`config.mk`:
```
export PLATFORM = sky130hd
export DESIGN_NAME = multicycle_control_unit
export DESIGN_NICKNAME = d
export VERILOG_FILES = /design/src/rtl/mcu_pkg.sv /design/src/rtl/mcu_opcode_decoder.sv /design/src/rtl/multicycle_control_unit.sv
export SDC_FILE = /design/constraint.sdc
export NUM_CORES = 1
export LEC_CHECK = 0
export ABC_AREA = 1
export CAP_MARGIN = 25
export CORE_MARGIN = 2
export CORE_UTILIZATION = 40
export DETAILED_ROUTE_END_ITERATION = 10
export MAX_ROUTING_LAYER = met4
export SETUP_SLACK_MARGIN = 0.4
export SYNTH_ARGS = -nofsm -noshare
export SYNTH_HDL_FRONTEND = slang
export SYNTH_HIERARCHICAL = 1
export SYNTH_SLANG_ARGS = --single-unit
```
`constraint.sdc`:
```
create_clock -name clk -period 6.6 [get_ports clk]
set_clock_uncertainty 0.15 [all_clocks]
set_input_delay 1.32 -clock clk [delete_from_list [all_inputs] [get_ports clk]]
set_output_delay 1.32 -clock clk [all_outputs]
set_load 0.01 [all_outputs]
```
`src/rtl/mcu_pkg.sv`:
```
// Shared types and encodings for the multicycle control unit: FSM states,
// opcode map, ALU operation codes and the control-strobe bundle.
package mcu_pkg;

  typedef enum logic [1:0] {
    FETCH   = 2'd0,
    EXECUTE = 2'd1,
    WAIT_WB = 2'd2,
    RECOVER = 2'd3
  } state_t;

  // Opcode map; anything at or above OPC_JUMP + 1 traps as illegal.
  localparam int OPC_LOAD  = 0;
  localparam int OPC_STORE = 1;
  localparam int OPC_ADD   = 2;
  localparam int OPC_SUB   = 3;
  localparam int OPC_INV   = 4;
  localparam int OPC_SLL   = 5;
  localparam int OPC_SRL   = 6;
  localparam int OPC_AND   = 7;
  localparam int OPC_OR    = 8;
  localparam int OPC_SLT   = 9;
  localparam int OPC_BEQ   = 10;
  localparam int OPC_BNE   = 11;
  localparam int OPC_JUMP  = 12;

  localparam int ALU_ADD = 0;
  localparam int ALU_SUB = 1;
  localparam int ALU_INV = 2;
  localparam int ALU_SLL = 3;
  localparam int ALU_SRL = 4;
  localparam int ALU_AND = 5;
  localparam int ALU_OR  = 6;
  localparam int ALU_SLT = 7;

  typedef struct packed {
    logic mem_read;
    logic mem_write;
    logic write_back;
    logic alu_mode;
    logic execute;
    logic jump_execute;
  } strobe_t;

  // ALU operation selected by an ALU-class opcode.
  function automatic int alu_sel(input int opc);
    case (opc)
      OPC_ADD: return ALU_ADD;
      OPC_SUB: return ALU_SUB;
      OPC_INV: return ALU_INV;
      OPC_SLL: return ALU_SLL;
      OPC_SRL: return ALU_SRL;
      OPC_AND: return ALU_AND;
      OPC_OR:  return ALU_OR;
      default: return ALU_SLT;
    endcase
  endfunction

endpackage

```
`src/rtl/mcu_opcode_decoder.sv`:
```
// Combinational opcode decoder: maps an opcode to its control-strobe bundle,
// ALU operation and an illegal-opcode flag. No state; the caller registers.
module mcu_opcode_decoder
  import mcu_pkg::*;
#(
  parameter int OPCODE_W = 4,
  parameter int ALU_OP_W = 3
) (
  input  logic [OPCODE_W-1:0] opcode,
  output strobe_t             strobes,
  output logic [ALU_OP_W-1:0] op,
  output logic                illegal
);

  int opc_i;
  assign opc_i = int'(opcode);

  // Decode one opcode into strobes, ALU select and the illegal flag.
  always_comb begin
    // NOTE: defaults first so every path assigns every output; no latch is inferred.
    strobes = '0;
    op      = '0;
    illegal = 1'b0;
    case (opc_i)
      OPC_LOAD: begin
        strobes.mem_read   = 1'b1;
        strobes.write_back = 1'b1;
        strobes.execute    = 1'b1;
        op                 = ALU_OP_W'(ALU_ADD);
      end
      OPC_STORE: begin
        strobes.mem_write = 1'b1;
        strobes.execute   = 1'b1;
        op                = ALU_OP_W'(ALU_ADD);
      end
      OPC_ADD, OPC_SUB, OPC_INV, OPC_SLL, OPC_SRL, OPC_AND, OPC_OR, OPC_SLT: begin
        strobes.alu_mode   = 1'b1;
        strobes.write_back = 1'b1;
        strobes.execute    = 1'b1;
        op                 = ALU_OP_W'(alu_sel(opc_i));
      end
      OPC_BEQ: begin
        strobes.execute = 1'b1;
        op              = ALU_OP_W'(ALU_SUB);
      end
      OPC_BNE: begin
        strobes.execute = 1'b1;
        op              = ALU_OP_W'(ALU_INV);
      end
      OPC_JUMP: begin
        strobes.jump_execute = 1'b1;
      end
      default: begin
        illegal = 1'b1;
      end
    endcase
  end

endmodule

```
`src/rtl/multicycle_control_unit.sv`:
```
// Multicycle instruction sequencer: FETCH -> EXECUTE -> WAIT_WB -> RECOVER.
// All outputs are registered; strobes appear the cycle after the opcode is
// accepted. Optional MCU_PERF_COUNTERS_EN adds retired/trap counters.
module multicycle_control_unit
  import mcu_pkg::*;
#(
  parameter int OPCODE_W   = 4,
  parameter int ALU_OP_W   = 3,
  parameter int WB_TIMEOUT = 15
) (
  input  logic                clk,
  input  logic                rst_n,
  input  logic [OPCODE_W-1:0] opcode,
  input  logic                decode_complete,
  input  logic                writeback_complete,
  output logic                read_instruction,
  output logic                mem_read,
  output logic                mem_write,
  output logic                write_back,
  output logic                alu_mode,
  output logic [ALU_OP_W-1:0] op,
  output logic                execute,
  output logic                jump_execute,
  output logic                reset_instruction_memory,
  output logic                reset_alu,
  output logic                reset_data_memory,
  output logic                illegal_opcode,
  output logic                wb_timeout,
`ifdef MCU_PERF_COUNTERS_EN
  output logic [15:0]         retired_count,
  output logic [7:0]          trap_count,
`endif
  output logic                busy
);

  localparam int CNT_W = $clog2(WB_TIMEOUT + 1);
  localparam logic [CNT_W-1:0] CNT_LAST = CNT_W'(WB_TIMEOUT - 1);

  state_t              state;
  logic [OPCODE_W-1:0] opcode_q;
  logic [OPCODE_W-1:0] dec_opcode;
  strobe_t             dec_strobes;
  logic [ALU_OP_W-1:0] dec_op;
  logic                dec_illegal;
  strobe_t             strb;
  logic [CNT_W-1:0]    wb_cnt;
  logic                wb_done;
  logic                timeout_hit;

  // Decode the live opcode while fetching, the latched one afterwards.
  assign dec_opcode = (state == FETCH) ? opcode : opcode_q;

  mcu_opcode_decoder #(
    .OPCODE_W (OPCODE_W),
    .ALU_OP_W (ALU_OP_W)
  ) u_decoder (
    .opcode  (dec_opcode),
    .strobes (dec_strobes),
    .op      (dec_op),
    .illegal (dec_illegal)
  );

  // Writeback completion takes priority over a coincident timeout.
  assign wb_done     = (state == WAIT_WB) && writeback_complete;
  assign timeout_hit = (state == WAIT_WB) && !writeback_complete && (wb_cnt == CNT_LAST);

  assign mem_read     = strb.mem_read;
  assign mem_write    = strb.mem_write;
  assign write_back   = strb.write_back;
  assign alu_mode     = strb.alu_mode;
  assign execute      = strb.execute;
  assign jump_execute = strb.jump_execute;

  // Sequencer FSM with registered control outputs.
  always_ff @(posedge clk or negedge rst_n) begin
    if (!rst_n) begin
      state                    <= FETCH;
      opcode_q                 <= '0;
      wb_cnt                   <= '0;
      strb                     <= '0;
      op                       <= '0;
      read_instruction         <= 1'b1;
      reset_instruction_memory <= 1'b0;
      reset_alu                <= 1'b0;
      reset_data_memory        <= 1'b0;
      illegal_opcode           <= 1'b0;
      wb_timeout               <= 1'b0;
      busy                     <= 1'b0;
    end else begin
      // NOTE: non-blocking assignments so every flop samples pre-edge values.
      illegal_opcode <= 1'b0;
      wb_timeout     <= 1'b0;
      case (state)
        FETCH: begin
          if (decode_complete) begin
            state                    <= EXECUTE;
            opcode_q                 <= opcode;
            strb                     <= dec_strobes;
            op                       <= dec_op;
            illegal_opcode           <= dec_illegal;
            read_instruction         <= 1'b0;
            reset_instruction_memory <= 1'b1;
            busy                     <= 1'b1;
          end
        end
        EXECUTE: begin
          if (dec_strobes.jump_execute || dec_illegal) begin
            state                    <= RECOVER;
            strb                     <= '0;
            op                       <= '0;
            reset_instruction_memory <= 1'b0;
            reset_alu                <= 1'b1;
            reset_data_memory        <= 1'b1;
          end else begin
            state <= WAIT_WB;
          end
        end
        WAIT_WB: begin
          if (wb_done || timeout_hit) begin
            state                    <= RECOVER;
            strb                     <= '0;
            op                       <= '0;
            reset_instruction_memory <= 1'b0;
            reset_alu                <= 1'b1;
            reset_data_memory        <= 1'b1;
            wb_timeout               <= timeout_hit;
          end else begin
            wb_cnt <= wb_cnt + 1'b1;
          end
        end
        default: begin // RECOVER
          state             <= FETCH;
          wb_cnt            <= '0;
          reset_alu         <= 1'b0;
          reset_data_memory <= 1'b0;
          read_instruction  <= 1'b1;
          busy              <= 1'b0;
        end
      endcase
    end
  end

`ifdef MCU_PERF_COUNTERS_EN
  logic retire_evt;
  logic trap_evt;

  assign retire_evt = ((state == EXECUTE) && dec_strobes.jump_execute) || wb_done;
  assign trap_evt   = ((state == FETCH) && decode_complete && dec_illegal) || timeout_hit;

  // Retired count wraps; trap count saturates.
  always_ff @(posedge clk or negedge rst_n) begin
    if (!rst_n) begin
      retired_count <= '0;
      trap_count    <= '0;
    end else begin
      if (retire_evt) retired_count <= retired_count + 16'd1;
      if (trap_evt && (trap_count != 8'hFF)) trap_count <= trap_count + 8'd1;
    end
  end
`endif

endmodule

```
; ---- Word level (Yosys, flattened, before mapping)
; Cells that the tools add are included.
[word_totals]
ff_bits = 25
output_inout_bits = 16
[classes]
add_sub_neg = 1
eq_ne = 19
mux = 38
bitwise_logic = 3
reduce_logical = 21
[op_table]
columns = cell, n
row1 = $logic_not 32->1, 1
row2 = $eq 4x4->1 const B, 6
row3 = $pmux 3 s7, 1
row4 = $mux 1, 18
row5 = $mux 6, 3
row6 = $pmux 3 s3, 2
row7 = $pmux 6 s3, 1
row8 = $eq 4x3->1 const B, 4
row9 = $reduce_or 13->1, 1
row10 = $reduce_or 12->1, 1
row11 = $mux 3, 3
row12 = $reduce_or 9->1, 1
row13 = $eq 4x2->1 const B, 2
row14 = $mux 4, 2
row15 = $pmux 4 s2, 1
row16 = $reduce_and 2->1, 4
row17 = $reduce_or 8->1, 1
row18 = $ne 2x2->1 const B, 3
row19 = $pmux 1 s3, 2
row20 = $pmux 2 s3, 1
row21 = $add 4x1->4 const B, 1
row22 = $eq 4x1->1 const B, 1
row23 = $mux 2, 2
row24 = $pmux 1 s2, 2
row25 = 12 further kinds, 18

; ---- Logic depth before layout (Yosys ltp)
[depth]
word_depth = 8
ltp_mapped = 15

; ---- By module
; Netlist, hierarchy kept.
[modules_own_cells]
columns = module, instances, cells_per_inst, area_per_inst_um2, seq_area_each_um2
row1 = multicycle_control_unit, 1, 168, 1371.3, 626.9
row2 = mcu_opcode_decoder, 1, 30, 123.9, 0.0

; ---- Worst setup path after synthesis
; OpenSTA, ideal clock, no wires.
[synth_path]
path_kind = input to register
start = input port opcode[1]
end = register strb, in the netlist alu_mode
setup_time_ns = 0.065
arrival_ns = 2.735
required_ns = 6.385
slack_ns = 3.650
path_stages = 10
path_buffers = 0
path_cell_list = inv_1 o21ai_0 nor2_1 nor3_1 inv_1 nand3_2 nand2_1 nor2_1 nand3_1 nand2_1
[synth_between]
elab_chain_cells = 7
elab_cells_between_ends = 24
[synth_rtl]
columns = element, line
row1 = "start, declared", multicycle_control_unit.sv:13  ; input logic [OPCODE_W-1:0] opcode,
row2 = $mux 4 (*), multicycle_control_unit.sv:51  ; assign dec_opcode = (state == FETCH) ? opcode : opcode_q;
row3 = via dec_opcode[1], multicycle_control_unit.sv:41  ; logic [OPCODE_W-1:0] dec_opcode;
row4 = $logic_not 32->1 (tied with other cells), mcu_opcode_decoder.sv:24  ; case (opc_i)
row5 = $reduce_or 13->1 (no source line) (*), n/a
row6 = $mux 1 (*), mcu_opcode_decoder.sv:24
row7 = via dec_illegal, multicycle_control_unit.sv:44  ; logic dec_illegal;
row8 = $logic_or 1x1->1 (*), multicycle_control_unit.sv:107  ; if (dec_strobes.jump_execute || dec_illegal) begin
row9 = $ne 2x2->1 (no source line) (*), n/a
row10 = $reduce_and 4->1 (no source line) (*), n/a
row11 = "end signal, assigned", multicycle_control_unit.sv:98  ; strb <= dec_strobes;
row12 = "end, declared", multicycle_control_unit.sv:45  ; strobe_t strb;
; The timed path passes the listed nets; every way through them passes the cells marked *. The select of a mux whose other input is x is not followed.
; A chain may end at the register's enable or synchronous reset.

; ---- Worst setup path in the final report
; Ends and elaborated chain as after synthesis.

==> flow_metrics.py <==
metrics = {
    "setup_path": {
        "cp_top_family": "simple AND/OR/NAND/NOR gates",
        "path_class": "primary input to flip-flop",
        "path_buf_inv": 3,
        "crit_slowest_cell": "o21ai_0",
        "cp_slowest_stage_delay_ns": 0.56,
        "arrival_ns": 3.49,
        "worst_setup_path_start_kind": "primary input",
        "cp-end-kind": "flip-flop",
        "crit_chain": "clkdlybuf4s50_1 > inv_1 > o21ai_0 > nor2_1 > nor3_1 > inv_1 > nand3_2 > nand2_1 > nor2_1 > nand3_1 > nand2_1",
        "crit_path_max_fanout": 7,
        "cp_data_required_time_ns": 6.66,
    },
    "synth": {
        "synth_ff_type": "dfrtp_1",
        "synth.avg_cell_area_um2": 7.551,
        "synth-edff-count": 0,
        "async_reset_ff_share_pct": 100.0,
        "netlist_instances": 198,
        "synth.distinct_cells": 24,
        "yosysWarnings": 6,
        "ys_ff_latch": 25,
        "netlist_area_um2": 1495,
        "seq_area_frac_synth_pct": 41.92,
        "synth_fp_nets": 213,
    },
    "placement": {
        "gp_congestion": 0.7944,
        "numPortBuffers": 23,
        "placedCellCount": 267,
        "dp_hpwl_mm": 2.048,
    },
    "clocking": {
        "clockBufferDepth": 2,
        "cts.htree.levels": 1,
        "clkSlewWorstSetupHoldPaths_ns": 0.08,
        "postCtsSetupRepairBufs": 0,
        "ctsResizeCount": 0,
        "clock-sinks": 25,
        "cts-root-buf": "clkbuf_8",
        "cts_tree": "done",
        "cts.hold.buffers_added": 0,
        "cts_buffers": 3,
        "insertion_delay_ns": 0.26,
    },
    "layout": {
        "layout_common_cells": "nand2_1 (60), inv_1 (30), dfrtp_1 (24), clkdlybuf4s50_1 (23), nor2_1 (21)",
        "syn_to_final_growth_pct": 20.92,
        "diodes": 0,
        "fin_cells": 271,
        "mostFrequentLayoutCell": "nand2_1",
        "drive_gt1_share_pct": 7.623,
        "fin_nets": 239,
    },
    "timing": {
        "worst_pin_slew_ns": 0.7023,
        "period_needed_ns": 3.432,
        "hold_viol_final": 0,
        "drv_slew": 0,
        "fmax_ghz": 0.2914,
        "fin_crit_sh_pct": 52.00,
        "timing.setup.tns_ns": 0,
        "slew_headroom_pct": 52.68,
        "setup_viol_count_final": 0,
        "grt_setup_unrepaired": "false",
    },
    "drt": {
        "postRouteAntennaNets": 0,
        "avgViaCountPerCell": 4.491,
        "dr.pass1.iters": 4,
        "wl_per_cell_um": 10.06,
        "drc_errors": 0,
        "drtIter0Drc": 66,
        "wirelength_mm": 2.727,
        "vias": 1217,
    },
    "global_routing": {
        "grt_pass1_vias": 1165,
        "grt_pass1_wl_mm": 5.057,
        "grt_util_all_layers_pct": 15.64,
        "grt-ovfl-total": 0,
        "grt_max_degree": 26,
        "antenna_found_initial": 0,
    },
    "power_and_ir_drop": {
        "ir_worst_vdd_mv": 0.1941,
        "p_per_area_nw_per_um2": 479.3,
        "leakage_nw": 0.9355,
    },
    "floorplan": {
        "dieArea_um2": 4243,
        "core_um2": 3633,
        "rows": 22,
        "dieWidth_um": 65.14,
        "dieHeight_um": 65.14,
        "start_util_pct": 41.15,
        "top_level_ports": 24,
    },
    "status": {
        "status": "completed",
    },
    "flow_run": {
        "cap_violations": 0,
    },
    "worst_hold_path": {
        "hold_path.class": "flip-flop to flip-flop",
    },
}
sequential cells by signal (all words and copies together), names as in the netlist:
name,flops
alu_mode,1
mem_read,1
wb_cnt,4
busy,1
write_back,1
execute,1
read_instruction,1
state,2
mem_write,1
op,3
reset_instruction_memory,1
reset_data_memory,1
opcode_q,4
illegal_opcode,1
wb_timeout,1
jump_execute,1
routing by layer:
| layer | vias to the layer above | global-route usage [%] | routed length [um] |
|---|---|---|---|
| li1 | 672 | - | - |
| met1 | 518 | 22.09 | 1492 |
| met2 | 22 | 23.32 | 1112 |
| met3 | 5 | 1.541 | 75 |
| met4 | 0 | 6.250 | 46 |
| met5 | - | - | 0 |
cell type report:
type | instances | area [um2]
Fill cell | 370 | 1826
Multi-Input combinational cell | 137 | 714.4
Sequential cell | 25 | 626.9
Timing Repair Buffer | 24 | 237.7
Inverter | 33 | 123.9
Tap cell | 48 | 60.06
Clock buffer | 4 | 45.04
per-stage QoR:
step                      hold slack, ns  utilization [%]  area (um2)  power [mW]  worst slack, ns
after floorplan                   0.3034                -        1495      0.6433            3.650
after global placement            0.3074            48.52        1763      0.7836            2.955
after detailed placement          0.3099            48.52        1763      0.7835            2.898
after CTS                         0.3315            49.76        1808      0.8784            3.177
after global routing              0.3556            49.76        1808      0.9706            2.903
final                             0.3231            49.76        1808      0.8665            3.168
where the power goes:
group          switching (mW)  leakage (nW)  total [mW]  internal [mW]
clock network          0.0452        0.0228      0.0883         0.0431
logic                   0.328         0.588       0.533          0.205
registers              0.0342         0.325       0.245          0.211
Yosys cell counts, drive strengths merged (3+ instances only):
cell	n	area, um2
a21oi	7	57.55
nor2	22	85.09
dfrtp	24	600.6
nand4	6	37.54
ha	7	87.58
o21ai	12	60.05
nand2	61	231.5
buf	3	30.02
nand3	18	130.1
inv	32	120.1
path summary, 6_finish.rpt:
| path | startpoint | end | slack, ns | cells past startpoint |
|---|---|---|---|---|
| min in group asynchronous | rst_n | opcode_q[1] | 1.26 | 2 |
| setup reg to reg | state[0] | alu_mode | 3.28 | 12 |
| hold / removal | op[2] | op[2] | 0.32 | 2 |
| setup / recovery | opcode[1] | alu_mode | 3.17 | 11 |
| hold reg to reg | op[2] | op[2] | 0.32 | 2 |
| max in group asynchronous | rst_n | read_instruction | 4.75 | 2 |
worst min-delay path, stage by stage, from the launching register on:
cell     delay [ns]
dfrtp_1        0.35
nand2_1        0.05
nand2_1        0.04
logic make-up after synthesis:
family | share of synthesized area [%]
simple gates | 33.64
fa+ha+maj | 5.857
buf+inv | 10.29
flops | 41.93
compound gates | 8.284
Note: power is estimated with default switching activity, not from simulation.
